### src/rtl/elevator_call_register.sv
// elevator_call_register: hall/car button front end for the 3-floor elevator
// controller. Each raw button is synchronised, debounced and turned into a
// sticky request that holds until the controller stops with its door open at
// the request's floor.
// Optional build macro SVC_COUNT_EN adds a saturating service-event counter
// (svc_count) with a synchronous clear (svc_count_clr).
module elevator_call_register #(
    parameter int unsigned DEBOUNCE_CYCLES = 4,
    parameter int unsigned CNT_W           = 16
) (
    input  logic       clk,
    input  logic       rst,
    input  logic [6:0] btn_raw,
    input  logic [1:0] current_flr,
    input  logic       is_door_close,
    input  logic       is_moving,
`ifdef SVC_COUNT_EN
    input  logic       svc_count_clr,
    output logic [7:0] svc_count,
`endif
    output logic [6:0] pending,
    output logic       any_pending,
    output logic       svc_pulse
);

    localparam int unsigned      NB       = 7;
    localparam logic [CNT_W-1:0] CNT_LAST = CNT_W'(DEBOUNCE_CYCLES - 1);

    logic [NB-1:0]    sync1_q, sync2_q;
    logic [NB-1:0]    stable_q, stable_d;
    logic [CNT_W-1:0] cnt_q [NB];
    logic [CNT_W-1:0] cnt_d [NB];
    logic [NB-1:0]    press_q, press_d;
    logic [NB-1:0]    pending_q, pending_d;
    logic             any_pending_q;
    logic             svc_pulse_q, svc_pulse_d;
    logic [NB-1:0]    clr_mask;

    // Two-flop synchroniser on every raw button.
    always_ff @(posedge clk or posedge rst) begin
        if (rst) begin
            sync1_q <= '0;
            sync2_q <= '0;
        end else begin
            sync1_q <= btn_raw;
            sync2_q <= sync1_q;
        end
    end

    // Debounce: stable flips after DEBOUNCE_CYCLES consecutive differing edges;
    // a 0->1 flip is flagged as a press for the following cycle.
    always_comb begin
        stable_d = stable_q;
        press_d  = '0;
        for (int unsigned i = 0; i < NB; i++) begin
            cnt_d[i] = '0;
            if (sync2_q[i] != stable_q[i]) begin
                if (cnt_q[i] == CNT_LAST) begin
                    stable_d[i] = ~stable_q[i];
                    press_d[i]  = sync2_q[i];
                end else begin
                    cnt_d[i] = cnt_q[i] + CNT_W'(1);
                end
            end
        end
    end

    // Debounce state, counters and press register.
    always_ff @(posedge clk or posedge rst) begin
        if (rst) begin
            stable_q <= '0;
            press_q  <= '0;
            for (int unsigned i = 0; i < NB; i++) begin
                cnt_q[i] <= '0;
            end
        end else begin
            stable_q <= stable_d;
            press_q  <= press_d;
            for (int unsigned i = 0; i < NB; i++) begin
                cnt_q[i] <= cnt_d[i];
            end
        end
    end

    // Service clear mask and next request state; a clear beats a same-cycle press.
    always_comb begin
        clr_mask = '0;
        if (!is_door_close && !is_moving) begin
            unique case (current_flr)
                2'd0:    clr_mask = 7'b0010001;
                2'd1:    clr_mask = 7'b0100110;
                2'd2:    clr_mask = 7'b1001000;
                default: clr_mask = '0;
            endcase
        end
        pending_d   = (pending_q | press_q) & ~clr_mask;
        svc_pulse_d = |(pending_q & clr_mask);
    end

    // Request, summary and service-pulse registers.
    always_ff @(posedge clk or posedge rst) begin
        if (rst) begin
            pending_q     <= '0;
            any_pending_q <= 1'b0;
            svc_pulse_q   <= 1'b0;
        end else begin
            pending_q     <= pending_d;
            any_pending_q <= |pending_d;
            svc_pulse_q   <= svc_pulse_d;
        end
    end

    assign pending     = pending_q;
    assign any_pending = any_pending_q;
    assign svc_pulse   = svc_pulse_q;

`ifdef SVC_COUNT_EN
    logic [7:0] svc_count_q;

    // Counts service events, saturating at 255; counting on the same edge that
    // raises svc_pulse lets a clear issued alongside a service leave zero.
    always_ff @(posedge clk or posedge rst) begin
        if (rst) begin
            svc_count_q <= '0;
        end else if (svc_count_clr) begin
            svc_count_q <= '0;
        end else if (svc_pulse_d && (svc_count_q != 8'hFF)) begin
            svc_count_q <= svc_count_q + 8'd1;
        end
    end

    assign svc_count = svc_count_q;
`endif

endmodule

### config.mk
export PLATFORM = sky130hd
export DESIGN_NAME = elevator_call_register
export DESIGN_NICKNAME = d
export VERILOG_FILES = /design/src/rtl/elevator_call_register.sv
export SDC_FILE = /design/constraint.sdc
export NUM_CORES = 1
export LEC_CHECK = 0
export ABC_AREA = 1
export CAP_MARGIN = 20
export CORE_ASPECT_RATIO = 0.5
export CORE_MARGIN = 4
export CORE_UTILIZATION = 50
export DETAILED_ROUTE_END_ITERATION = 8
export PLACE_DENSITY = 0.65
export RECOVER_POWER = 50
export REMOVE_ABC_BUFFERS = 1
export SLEW_MARGIN = 20
export SYNTH_ARGS = -nofsm -noshare
export SYNTH_HDL_FRONTEND = slang
export SYNTH_SLANG_ARGS = --single-unit
### constraint.sdc
create_clock -name clk -period 8.3 [get_ports clk]
set_input_delay 2.49 -clock clk [delete_from_list [all_inputs] [get_ports clk]]
set_output_delay 2.49 -clock clk [all_outputs]
set_load 0.1 [all_outputs]
Word level (Yosys, flattened, before mapping)
Index checks and enable logic that the tools add are counted.

cells by class
  add/sub/neg operators = 7
  equality and inequality tests = 16
  multiplexer cells = 30
  bitwise operators = 11
  reductions and logical operators = 13

operator list
  operator                                               count
  two-way mux 16 bit                                     14
  adder 16 x 1 -> 16 bit (second input constant)         7
  equality test 16 x 2 -> 1 bit (second input constant)  7
  case mux 7 bit (3 select lines)                        1
  AND 7 bit                                              2
  two-way mux 1 bit                                      14
  AND reduction 2 bit                                    7
  OR reduction 7 bit                                     2
  two-way mux 7 bit                                      1
  != test 1 bit                                          7
  inverter 1 bit                                         7
  inverter 7 bit                                         1
  bitwise OR 7 bit                                       1
  equality test 2 x 1 -> 1 bit (second input constant)   1
  equality test 2 bit (second input constant)            1
  logical NOT 1 bit                                      2
  logical NOT 2 bit                                      1
  logical AND 1 bit                                      1

storage, ports and cells
  flip-flop bits (word level) = 149
  bits of input ports = 13
  logic and storage cells = 97

Longest topological paths before layout
  depth after elaboration = 6
  mapped depth = 8
  gate-level depth less buffers = 8

Least setup slack after synthesis
Ideal clock, no wire load.

  path type = register -> output
  start point = reg pending_q[5] (netlist: pending[5])
  end point = out pending[5]
  data arrival time = 0.909 ns
  required time = 5.810 ns
  setup slack = 4.901 ns
  cell stages (with the launch flop) = 1
  path buffers = 0
  cell sequence = dfrtp_1

RTL lines
  item                    RTL line  source
  from (decl)             34        logic [NB-1:0] pending_q, pending_d;
  from (signal assigned)  107       pending_q <= pending_d;
  to (decl)               21        output logic [6:0] pending,

No word-level cell between the ends.

==> reports/metrics.yaml <==
yosys:
  yosysWarnings: 0
  yosysSeqAreaShare_pct: 49.0
  synth_cells: 978
  synth_cell_types: 25
  ys_ff_latch: 149
  synth_area_per_cell_um2: 7.77
  synth_area_um2: 7600
cells_and_area:
  antenna_cells: 0
  layout_common_cells: "nor2_1 (233), nand2_1 (219), dfrtp_1 (149), inv_1 (121), nand3_1 (64)"
  final_core_util_pct: 58.0
  syn2layout_area_growth_pct: 11.9
  final_common_cell: "nor2_1"
  nets: 1032
  num-fill-cells: 1360
  drive_above_1_share_pct: 5.38
cts:
  h-tree-depth: 4
  clock_path_buffers: 2
  cts_hold_buf: 0
  cts_tree: "built"
  root_buffer: "clkbuf_16"
  cts_setup_buffers: 0
  cts_sinks: 149
  path_clk_slew_ns: 0.06
  cts_buffers: 17
  clock_latency_ns: 0.42
  cts_resized: 0
route:
  vias: 6057
  wl_mm: 15.3
  ant_nets: 0
  drt-initial-drc-count: 355
  drtPass1Iterations: 5
  wl_per_cell_um: 12.5
  via_per_inst: 4.96
  remaining_drc_errors: 0
placed_design:
  gp_congestion: 0.895
  dp_hpwl_mm: 10.9
  port_buffers: 21
worst_setup_path:
  worst_setup_path_end_kind: "asynchronous set/reset pin"
  crit_required_ns: 8.72
  worstPathArrival_ns: 5.90
  worstSetupPathType: "in -> async"
  start_kind: "input pin"
  path_max_fanout: 76
sta:
  finalHoldViolations: 0
  fin_worst_skew_ns: 0.00916
  max_slew_margin_pct: -117
  fin_setup_tns_ns: 0
  worst_slew_pin_slew_ns: 3.23
  fmax_ghz: 0.183
  whs_ns: 0.350
  timing.final.crit_share_pct: 66.0
  setup_viol: 0
  rsz0062_at_grt: "false"
  slew_violations: 75
  period_needed_ns: 5.48
hold_path:
  hold_class: "reg -> reg"
grt:
  grt_antenna_before_repair: 0
  grt_max_degree: 77
  overflow: 0
  grt_pass1_wl_mm: 27.2
  grt_pass1_vias: 5909
  globalRouteTotalUtil_pct: 19.3
power:
  max-vdd-ir-drop_v: 0.000162
  leakagePower_uw: 0.00375
  power.density_nw_per_um2: 245
floorplan:
  die_y_um: 95.2
  rows: 31
  start_util_pct: 51.9
  die_w_um: 182
  design.die.area_um2: 17400
  floorplan.io_pins: 22
  core_um2: 14700
status:
  failed_checks: "capacitance limit, slew limit"
  status: "finished, violations left"
job:
  cap_violations: 1
-- layout make-up --
type | count | area [µm²] | area share, %
Sequential cell | 149 | 3730 | 43.8
Multi-Input combinational cell | 697 | 3260 | 38.3
Inverter | 125 | 470 | 5.53
Timing Repair Buffer | 22 | 218 | 2.56
Tap cell | 198 | 248 | 2.91
Clock inverter | 12 | 158 | 1.85
Clock buffer | 18 | 429 | 5.04
-- worst max-delay path, cell delays in order --
cell and delay [ns]:
dlygate4sd3_1 0.54, clkinvlp_2 1.82, buf_4 0.98
-- cells in the mapped netlist --
master / n / share of area [%]
xnor2_1: 10 / 1.2
nor3_1: 15 / 0.99
nand2_2: 14 / 1.2
inv_1: 116 / 5.7
o211ai_1: 1 / 0.099
nor3_2: 1 / 0.13
nand2_1: 213 / 11
buf_2: 6 / 0.40
nand3_1: 56 / 3.7
dfrtp_1: 149 / 49
buf_6: 1 / 0.15
xor2_1: 38 / 4.4
a21oi_1: 10 / 0.66
o21ai_1: 17 / 1.1
o21ai_0: 9 / 0.59
clkinv_1: 1 / 0.049
nand4_1: 46 / 3.8
nand3_2: 8 / 1.1
nor2_1: 218 / 11
inv_2: 8 / 0.40
nor3b_2: 1 / 0.16
o21bai_1: 4 / 0.40
nor2_2: 28 / 2.3
nor2_4: 1 / 0.15
ha_1: 7 / 1.2
-- flip-flops by register name, summed over array words and instances (netlist names) --
register     cells
cnt_q          112
pending          7
press_q          7
stable_q         7
sync1_q          7
sync2_q          7
any_pending      1
svc_pulse        1
-- kinds of logic (layout without fill, tap and decap cells) --
kind of cell	after synthesis	count (layout)	share of synthesized area (%)
AND/OR/NAND/NOR	601	601	34.7
buffers and inverters	132	177	6.71
AO/OA/AOI/OAI	41	41	2.86
adder cells (fa/ha/maj)	7	7	1.15
flip-flops	149	149	49.0
XOR/XNOR	48	48	5.53
-- where the power goes --
part	switching [µW]	leakage [µW]	internal, µW
Combinational	327	0.00147	111
Clock	304	0.000267	469
Sequential	73.9	0.00201	802
Total	705	0.00375	1380
-- per-layer routing --
layer | routed length (µm) | GRT usage [%] | vias to the layer above
met2 | 6940 | 32.0 | 107
met4 | 172 | 5.93 | 0
met1 | 7620 | 26.2 | 2810
li1 | - | - | 3127
met5 | 0 | 0 | -
met3 | 558 | 3.70 | 13
-- worst paths after layout --
path / from / end / slack [ns] / cells past startpoint
min in group asynchronous: rst / sync1_q[0] / 3.46 / 2
min: sync1_q[0] / sync2_q[0] / 0.35 / 0
max in group clk: pending[6] / pending[6] / 3.79 / 1
min reg2reg: sync1_q[0] / sync2_q[0] / 0.35 / 0
max: rst / cnt_q[46] / 2.82 / 3
max reg2reg: cnt_q[80] / cnt_q[90] / 6.78 / 8
-- metrics by stage --
stage | instances | setup WS, ns | power, µW | cell area (µm²)
after floorplan | 971 | 1.80 | 1210 | 7560
after CTS | 1221 | 3.78 | 2120 | 8620
after global placement | 1191 | 3.81 | 1330 | 8030
after global routing | 1221 | 2.10 | 2210 | 8510
after detailed placement | 1191 | 3.77 | 1340 | 8030
final | 1221 | 2.82 | 2090 | 8510
Power figures use the tool's default switching activity.
